`src/rtl/data_bus_demux_pkg.sv`:
```
// data_bus_pkg: shared IDs, widths and default address map for the data-bus demux.
package data_bus_pkg;

    // IDs are sized for the largest supported device count plus the error target.
    localparam int MAX_NUM_DEV = 8;
    localparam int DEV_ID_W    = $clog2(MAX_NUM_DEV + 1);

    typedef logic [DEV_ID_W-1:0] dev_id_t;

    // Default processor_block map: dev0 = RAM at 0x1xxx_xxxx, dev1 = debug at 0x2xxx_xxxx.
    localparam int PB_NUM_DEV = 2;
    localparam logic [PB_NUM_DEV-1:0][31:0] PB_DEV_BASE = {32'h2000_0000, 32'h1000_0000};
    localparam logic [PB_NUM_DEV-1:0][31:0] PB_DEV_MASK = {32'hF000_0000, 32'hF000_0000};

    // The internal decode-error responder always takes the ID one past the last device.
    function automatic dev_id_t err_id(input int num_dev);
        return dev_id_t'(num_dev);
    endfunction

endpackage

```
`src/rtl/data_bus_addr_decode.sv`:
```
// data_bus_addr_decode: address map compare and lowest-index priority select.
module data_bus_addr_decode
    import data_bus_pkg::*;
#(
    parameter int                         NUM_DEV  = PB_NUM_DEV,
    parameter logic [NUM_DEV-1:0][31:0]   DEV_BASE = PB_DEV_BASE,
    parameter logic [NUM_DEV-1:0][31:0]   DEV_MASK = PB_DEV_MASK
) (
    input  logic [31:0] addr_i,
    output dev_id_t     sel_o
);

    logic [NUM_DEV-1:0] hit;

    // Walk from the top index down so the lowest hitting device wins.
    always_comb begin
        hit   = '0;
        sel_o = err_id(NUM_DEV);
        for (int i = NUM_DEV - 1; i >= 0; i--) begin
            hit[i] = (addr_i & DEV_MASK[i]) == DEV_BASE[i];
            sel_o  = hit[i] ? dev_id_t'(i) : sel_o;
        end
    end

endmodule

```
`src/rtl/data_bus_demux.sv`:
```
// data_bus_demux: core data port to NUM_DEV devices with in-order outstanding tracking;
// optional decode-error logging outputs when DATA_BUS_DEMUX_ERR_LOG_EN is defined.
module data_bus_demux
    import data_bus_pkg::*;
#(
    parameter int                         NUM_DEV         = PB_NUM_DEV,
    parameter logic [NUM_DEV-1:0][31:0]   DEV_BASE        = PB_DEV_BASE,
    parameter logic [NUM_DEV-1:0][31:0]   DEV_MASK        = PB_DEV_MASK,
    parameter int                         MAX_OUTSTANDING = 2,
    parameter logic [6:0]                 ERR_RDATA_INTG  = 7'h00
) (
    input  logic                         clk,
    input  logic                         rst,
    input  logic                         data_req_i,
    input  logic                         data_we_i,
    input  logic [3:0]                   data_be_i,
    input  logic [31:0]                  data_addr_i,
    input  logic [31:0]                  data_wdata_i,
    input  logic [6:0]                   data_wdata_intg_i,
    output logic                         data_gnt_o,
    output logic                         data_rvalid_o,
    output logic                         data_err_o,
    output logic [31:0]                  data_rdata_o,
    output logic [6:0]                   data_rdata_intg_o,
    output logic [NUM_DEV-1:0]           dev_req_o,
    output logic                         dev_we_o,
    output logic [3:0]                   dev_be_o,
    output logic [31:0]                  dev_addr_o,
    output logic [31:0]                  dev_wdata_o,
    output logic [6:0]                   dev_wdata_intg_o,
    input  logic [NUM_DEV-1:0]           dev_gnt_i,
    input  logic [NUM_DEV-1:0]           dev_rvalid_i,
    input  logic [NUM_DEV-1:0]           dev_err_i,
    input  logic [NUM_DEV-1:0][31:0]     dev_rdata_i,
    input  logic [NUM_DEV-1:0][6:0]      dev_rdata_intg_i
`ifdef DATA_BUS_DEMUX_ERR_LOG_EN
    ,
    output logic [31:0]                  err_addr_o,
    output logic                         err_sticky_o
`endif
);

    localparam int      CNT_W  = $clog2(MAX_OUTSTANDING + 1);
    localparam dev_id_t ERR_ID = err_id(NUM_DEV);

    dev_id_t          sel;
    dev_id_t          out_sel_q, out_sel_d;
    logic [CNT_W-1:0] out_cnt_q, out_cnt_d;
    logic             err_pend_q, err_pend_d;
    logic             can_issue, sel_gnt, accept;
    logic             tgt_rvalid, tgt_err, rsp;
    logic [31:0]      tgt_rdata;
    logic [6:0]       tgt_intg;

    data_bus_addr_decode #(
        .NUM_DEV  (NUM_DEV),
        .DEV_BASE (DEV_BASE),
        .DEV_MASK (DEV_MASK)
    ) u_decode (
        .addr_i (data_addr_i),
        .sel_o  (sel)
    );

    assign dev_we_o         = data_we_i;
    assign dev_be_o         = data_be_i;
    assign dev_addr_o       = data_addr_i;
    assign dev_wdata_o      = data_wdata_i;
    assign dev_wdata_intg_o = data_wdata_intg_i;

    // Issue only to the current target (or anything once drained) so responses stay in order.
    always_comb begin
        can_issue = !rst && ((out_cnt_q == '0) ||
                    (out_cnt_q < CNT_W'(MAX_OUTSTANDING) && sel == out_sel_q));
        sel_gnt   = sel == ERR_ID;
        dev_req_o = '0;
        for (int i = 0; i < NUM_DEV; i++) begin
            sel_gnt      = (sel == dev_id_t'(i)) ? dev_gnt_i[i] : sel_gnt;
            dev_req_o[i] = data_req_i && can_issue && sel == dev_id_t'(i);
        end
        data_gnt_o = data_req_i && can_issue && sel_gnt;
        accept     = data_gnt_o;
    end

    // Route the response of the owning target; the error responder answers one cycle after accept.
    always_comb begin
        tgt_rvalid = 1'b0;
        tgt_err    = 1'b0;
        tgt_rdata  = '0;
        tgt_intg   = '0;
        for (int i = 0; i < NUM_DEV; i++) begin
            tgt_rvalid = (out_sel_q == dev_id_t'(i)) ? dev_rvalid_i[i]     : tgt_rvalid;
            tgt_err    = (out_sel_q == dev_id_t'(i)) ? dev_err_i[i]        : tgt_err;
            tgt_rdata  = (out_sel_q == dev_id_t'(i)) ? dev_rdata_i[i]      : tgt_rdata;
            tgt_intg   = (out_sel_q == dev_id_t'(i)) ? dev_rdata_intg_i[i] : tgt_intg;
        end
        tgt_rvalid        = (out_sel_q == ERR_ID) ? err_pend_q     : tgt_rvalid;
        tgt_err           = (out_sel_q == ERR_ID) ? 1'b1           : tgt_err;
        tgt_intg          = (out_sel_q == ERR_ID) ? ERR_RDATA_INTG : tgt_intg;
        tgt_rdata         = (out_sel_q == ERR_ID) ? 32'h0          : tgt_rdata;
        rsp               = !rst && out_cnt_q != '0 && tgt_rvalid;
        data_rvalid_o     = rsp;
        data_err_o        = rsp && tgt_err;
        data_rdata_o      = rsp ? tgt_rdata : 32'h0;
        data_rdata_intg_o = rsp ? tgt_intg : 7'h0;
    end

    // Outstanding count moves by accept minus response; target latches on every accept.
    always_comb begin
        out_sel_d  = accept ? sel : out_sel_q;
        out_cnt_d  = out_cnt_q + CNT_W'(accept) - CNT_W'(rsp);
        err_pend_d = accept && sel == ERR_ID;
    end

    // Tracking state registers.
    always_ff @(posedge clk) begin
        if (rst) begin
            out_sel_q  <= '0;
            out_cnt_q  <= '0;
            err_pend_q <= 1'b0;
        end else begin
            out_sel_q  <= out_sel_d;
            out_cnt_q  <= out_cnt_d;
            err_pend_q <= err_pend_d;
        end
    end

`ifdef DATA_BUS_DEMUX_ERR_LOG_EN
    logic [31:0] err_addr_q, err_addr_d;
    logic        err_sticky_q, err_sticky_d;

    // Remember the last unmapped address and that any decode error happened.
    always_comb begin
        err_addr_d   = err_pend_d ? data_addr_i : err_addr_q;
        err_sticky_d = err_sticky_q || err_pend_d;
    end

    // Error log registers.
    always_ff @(posedge clk) begin
        if (rst) begin
            err_addr_q   <= '0;
            err_sticky_q <= 1'b0;
        end else begin
            err_addr_q   <= err_addr_d;
            err_sticky_q <= err_sticky_d;
        end
    end

    assign err_addr_o   = err_addr_q;
    assign err_sticky_o = err_sticky_q;
`else
    // Without logging the error responder keeps no address history.
`endif

endmodule

```
`config.mk`:
```
export PLATFORM = sky130hd
export DESIGN_NAME = data_bus_demux
export DESIGN_NICKNAME = d
export VERILOG_FILES = /design/src/rtl/data_bus_demux_pkg.sv /design/src/rtl/data_bus_addr_decode.sv /design/src/rtl/data_bus_demux.sv
export SDC_FILE = /design/constraint.sdc
export NUM_CORES = 1
export LEC_CHECK = 0
export ABC_AREA = 1
export CELL_PAD_IN_SITES_DETAIL_PLACEMENT = 0
export CELL_PAD_IN_SITES_GLOBAL_PLACEMENT = 2
export CORE_ASPECT_RATIO = 1.25
export CORE_MARGIN = 4
export CORE_UTILIZATION = 10
export CTS_CLUSTER_SIZE = 12
export DETAILED_ROUTE_END_ITERATION = 10
export HOLD_SLACK_MARGIN = 0.15
export PLACE_DENSITY_LB_ADDON = 0.1
export REMOVE_ABC_BUFFERS = 1
export SLEW_MARGIN = 15
export SYNTH_ARGS = -nofsm -noshare
export SYNTH_HDL_FRONTEND = slang
export SYNTH_SLANG_ARGS = --single-unit
```
`constraint.sdc`:
```
create_clock -name clk -period 2 [get_ports clk]
set_clock_uncertainty 0.2 [all_clocks]
set_input_delay 0.3 -clock clk [delete_from_list [all_inputs] [get_ports clk]]
set_output_delay 0.3 -clock clk [all_outputs]
set_load 0.01 [all_outputs]
```
After elaboration in Yosys (flattened, before gate mapping)
Cells that the tools add are included.

Output and inout port bits: 120. Input bits: 163. Register bits: 7.

Reductions and logical operators: 16. Multiplexer cells: 18. Equal/unequal tests: 7. $add $sub $neg: 2. Magnitude comparators: 1.

Operator list (count): 2-to-1 mux 32 bit (4); 2-to-1 mux 7 bit (4); equality test 4 x 1 -> 1 bit, second input constant (3); equality test 4 x 2 -> 1 bit, second input constant (3); logical AND 1 bit (10); logical NOT 4 bit (2); 2-to-1 mux 1 bit (8); equality test 4 bit (1); 2-to-1 mux 2 bit (2); adder 2 x 1 -> 2 bit (1); logical NOT 2 bit (1); less-than comparator 2 bit, second input constant (1); nonzero test 2 bit (1); subtractor 2 x 1 -> 2 bit (1); logical NOT 1 bit (1); logical OR 1 bit (1).

Logic depth before layout (Yosys ltp)
Depth in word-level cells: 11. Mapped depth: 13.

By module
Synthesis repeated with hierarchy kept, for this count alone.

Cell total of the unflattened synthesis: 308. Area total of the unflattened synthesis: 2062.0 sq um.

By module, submodules not included: data_bus_demux (sequential area each 140.1 sq um, instances 1, cells an instance 297, area each 2010.7 sq um); data_bus_addr_decode (sequential area each 0.0 sq um, instances 1, cells an instance 11, area each 51.3 sq um).

Worst setup path after synthesis
OpenSTA, ideal clock, no wires.

Path type: register to register. Start: register out_sel_q[0]. End: register out_cnt_q[1]. Setup time: 0.113 ns. Cell stages (with the launch flop): 13. Arrival time: 1.640 ns. Slack: 0.047 ns. Path through: dfxtp_1 > buf_2 > inv_2 > nand3_1 > nand3_1 > nand3_1 > buf_2 > inv_1 > ha_1 > inv_1 > nand4_1 > nor2_1 > nor2_1.

RTL lines: start, declared (RTL line data_bus_demux.sv:47) `dev_id_t out_sel_q, out_sel_d;`; start signal, assigned (RTL line data_bus_demux.sv:121) `out_sel_q <= out_sel_d;`; logical NOT 4 bit (RTL line data_bus_demux.sv:91) `tgt_rvalid = (out_sel_q == dev_id_t'(i)) ? dev_rvalid_i[i] : tgt_rvalid;`; 2-to-1 mux 1 bit (2 in a row) (RTL line data_bus_demux.sv:91); 2-to-1 mux 1 bit * (RTL line data_bus_demux.sv:96) `tgt_rvalid = (out_sel_q == ERR_ID) ? err_pend_q : tgt_rvalid;`; logical AND 1 bit * (RTL line data_bus_demux.sv:100) `rsp = !rst && out_cnt_q != '0 && tgt_rvalid;`; named net data_rvalid_o (RTL line data_bus_demux.sv:21) `output logic data_rvalid_o,`; subtractor 2 x 1 -> 2 bit * (RTL line data_bus_demux.sv:110) `out_cnt_d = out_cnt_q + CNT_W'(accept) - CNT_W'(rsp);`; end signal, assigned (RTL line data_bus_demux.sv:122) `out_cnt_q <= out_cnt_d;`; end, declared (RTL line data_bus_demux.sv:48) `logic [CNT_W-1:0] out_cnt_q, out_cnt_d;`.

Mark *: on every way through the listed nets, which the timed path passes. The rest lies on a longest branch. A chain may end at the register's enable or synchronous reset.

Worst setup path in the final report
Start: register out_sel_q[0]. End: output port data_rdata_o[19].

Longest elaborated chain between the ends: 6.

RTL lines: logical NOT 4 bit (RTL line data_bus_demux.sv:91, data_bus_demux.sv:93); 2-to-1 mux 1 bit (2 in a row) (RTL line data_bus_demux.sv:91); 2-to-1 mux 1 bit (RTL line data_bus_demux.sv:96); logical AND 1 bit (RTL line data_bus_demux.sv:100); 2-to-1 mux 32 bit * (RTL line data_bus_demux.sv:103) `data_rdata_o = rsp ? tgt_rdata : 32'h0;`; end, declared (RTL line data_bus_demux.sv:23) `output logic [31:0] data_rdata_o,`.

Every way passes the cells marked *; elsewhere a longest branch is shown, timed or not.

==> flow_summary.json <==
{
  "arrival_ns": 1.54,
  "vdd_ir_drop_max_uv": 733.8,
  "cts_root_buffer": "clkbuf_16",
  "groute.usage.overall_pct": 16.20,
  "cp_data_required_time_ns": 1.50,
  "critPathKind": "reg2out",
  "num_io_pins": 283,
  "crit_fanout": 6,
  "final_nets": 531,
  "power_mw": 1.357,
  "clk_latency_ns": 0.22,
  "synthCells": 277,
  "post-route-period-util_pct": 101.9,
  "drcViolationCount": 0,
  "grt_max_degree": 49,
  "cts.htree.levels": 1,
  "die_y_um": 150.3,
  "drtAntennaViolNets": 0,
  "grt_pass1_wl_mm": 20.47,
  "start_kind": "flip-flop",
  "numCtsBuffers": 3,
  "cp-end-kind": "output port",
  "leakage_nw": 1.338,
  "vias_per_cell": 3.969,
  "crit_top_cell": "nand3_2",
  "worst_slack_ns": -0.03807,
  "crit_chain": "inv_4, nand3_2, nand3_2, nand3_4, buf_4, clkbuf_16, a21oi_2, buf_2",
  "cp_slowest_cell": "dfxtp_4",
  "grt_pass1_vias": 2334,
  "gp_congestion": 0.7450,
  "finalSetupViolations": 26,
  "cts_sinks": 5,
  "dp_hpwl_mm": 12.96,
  "clock_path_buffers": 2,
  "status": "finished, violations left",
  "utilization_pct": 20.22,
  "ys.warnings.count": 0,
  "drv_cap": 0,
  "cts_tree": "done",
  "syn_to_final_growth_pct": 96.83,
  "avgSynthCellArea_um2": 5.845,
  "holdWs_ns": 0.2026,
  "drive_above_1_share_pct": 38.80,
  "drtIter0Drc": 66,
  "ctsHoldBuffers": 0,
  "initial_core_util_pct": 10.27,
  "wire_per_inst_um": 27.95,
  "grt_overflow": 0,
  "drt_wl_total_mm": 16.16,
  "drtPass1Iterations": 4,
  "antenna_cells": 0,
  "period_minus_slack_ns": 2.038,
  "slew_headroom_pct": 79.44,
  "hold_viol": 0,
  "synthesis.area_mm2": 0.001619,
  "slew_viol_final": 0,
  "clk_pin_slew_ns": 0.03,
  "ys_seq_elements": 5,
  "pre_cts_ws_ns": -0.6022,
  "io_buffers": 138,
  "rsz0062_at_grt": "true",
  "fp.dieW_um": 121.8,
  "dieArea_mm2": 0.01830,
  "grt_antenna_before_repair": 0,
  "p_per_area_mw_per_mm2": 425.9,
  "path_buf_inv": 4,
  "num_rows": 51,
  "yosysSeqAreaShare_pct": 6.182,
  "violations": "negative setup slack",
  "via_count": 2294,
  "max_freq_mhz": 490.7,
  "worst_slew_pin_slew_ns": 0.3084,
  "core_area_mm2": 0.01576,
  "cpLargestDelayFamily": "buffers and inverters",
  "ys_types": 19,
  "hold_class": "in2reg",
  "max_stage_delay_ns": 0.35
}
sequential cells by signal, indices dropped and copies added (netlist names):
| register | flops |
|---|---|
| out_sel_q | 2 |
| out_cnt_q | 2 |
| err_pend_q | 1 |
final cells by class:
cell class | instances | area (um^2)
sequential | 5 | 105.1
clock buffer | 4 | 78.83
multi-input combinational | 163 | 975.9
fill | 1825 | 12570
tap | 212 | 265.3
timing repair buffer | 182 | 1712
inverter | 12 | 50.05
placed cells by master, fill, tap and decap left out, types with 4 or more instances in the layout:
cell              n
nor2_1            7
buf_12            5
buf_4            31
nand2_2           5
nand3_2           4
nand3_1          82
buf_2            40
inv_1             8
a21oi_2          29
nand2_1          11
buf_16            5
clkdlybuf4s50_1  87
clkbuf_16         5
a21oi_1          12
buf_6             4
cell families (layout without fill, tap and decap cells):
group | after synthesis | count (layout) | synth area share [%]
DFF | 5 | 5 | 6.183
AOI/OAI and AO/OA | 44 | 44 | 13.68
buffers and inverters | 109 | 198 | 43.43
xor gates and xnor gates | 1 | 1 | 0.5411
adders and majority gates | 1 | 1 | 0.7727
and+or+nand+nor | 117 | 117 | 35.39
repair_timing:
item                                    CTS  global route
buffers inserted                          6             3
gates resized for setup                 214            31
pin swaps                                 7             3
gates cloned                              4             2
endpoints found under the setup margin   46            40
power by group:
part	total, mW	internal, mW	switching, mW	leakage, nW
clock	0.324	0.264	0.0602	0.0382
sequential	0.126	0.115	0.0112	0.0422
combinational	0.907	0.478	0.429	1.26
per-stage QoR:
stage | cells | instance area (um^2) | setup TNS [ns]
3_3_place_gp | 560 | 2902 | -22.21
3_5_place_dp | 560 | 2902 | -22.42
6_report | 578 | 3187 | -0.4792
4_1_cts | 574 | 3025 | -1.298
5_1_grt | 578 | 3187 | -3.089
2_1_floorplan | 180 | 960.9 | -49.78
Yosys cell counts:
master,n,share of area [%]
buf_2,7,2.2
a21oi_1,42,13
o21ai_0,1,0.31
inv_1,9,2.1
o22ai_1,1,0.39
clkbuf_1,14,3.2
nand3_1,86,27
inv_2,3,0.70
ha_1,1,0.77
nor3_1,2,0.62
nand4_1,1,0.39
nor2_1,9,2.1
dfxtp_1,5,6.2
nand3_2,1,0.62
xnor2_1,1,0.54
buf_4,76,35
nand2_2,4,1.5
nand2_1,12,2.8
nor2_2,2,0.77
worst register-to-register path, stage by stage, from the launching register on:
cell and delay (ns):
dfxtp_4 0.36, inv_4 0.05, nand3_2 0.05, nand3_2 0.10, nand3_4 0.15, buf_6 0.16, inv_1 0.07, ha_1 0.30
inv_1 0.06, nand4_1 0.13, nor2_1 0.12, nor2_1 0.05
worst paths after layout:
kind,slack [ns],endpoint,cells past startpoint,startpoint
setup / recovery,-0.04,data_rdata_o[19],8,out_sel_q[0]$_SDFFE_PP0P_
setup reg to reg,0.09,out_cnt_q[1]$_SDFF_PP0_,11,out_sel_q[0]$_SDFFE_PP0P_
hold reg to reg,0.41,out_cnt_q[1]$_SDFF_PP0_,3,out_cnt_q[1]$_SDFF_PP0_
hold / removal,0.20,out_sel_q[0]$_SDFFE_PP0P_,3,rst
per-layer routing:
| layer | vias to the layer above | GRT usage [%] | share of wire [%] |
|---|---|---|---|
| met5 | - | 4.261 | 0.56 |
| met4 | 2 | 0.2803 | 0.087 |
| met3 | 2 | 17.47 | 23 |
| met2 | 214 | 25.28 | 45 |
| met1 | 1030 | 15.38 | 32 |
| li1 | 1046 | - | - |
Note: power is estimated with default switching activity, not from simulation.
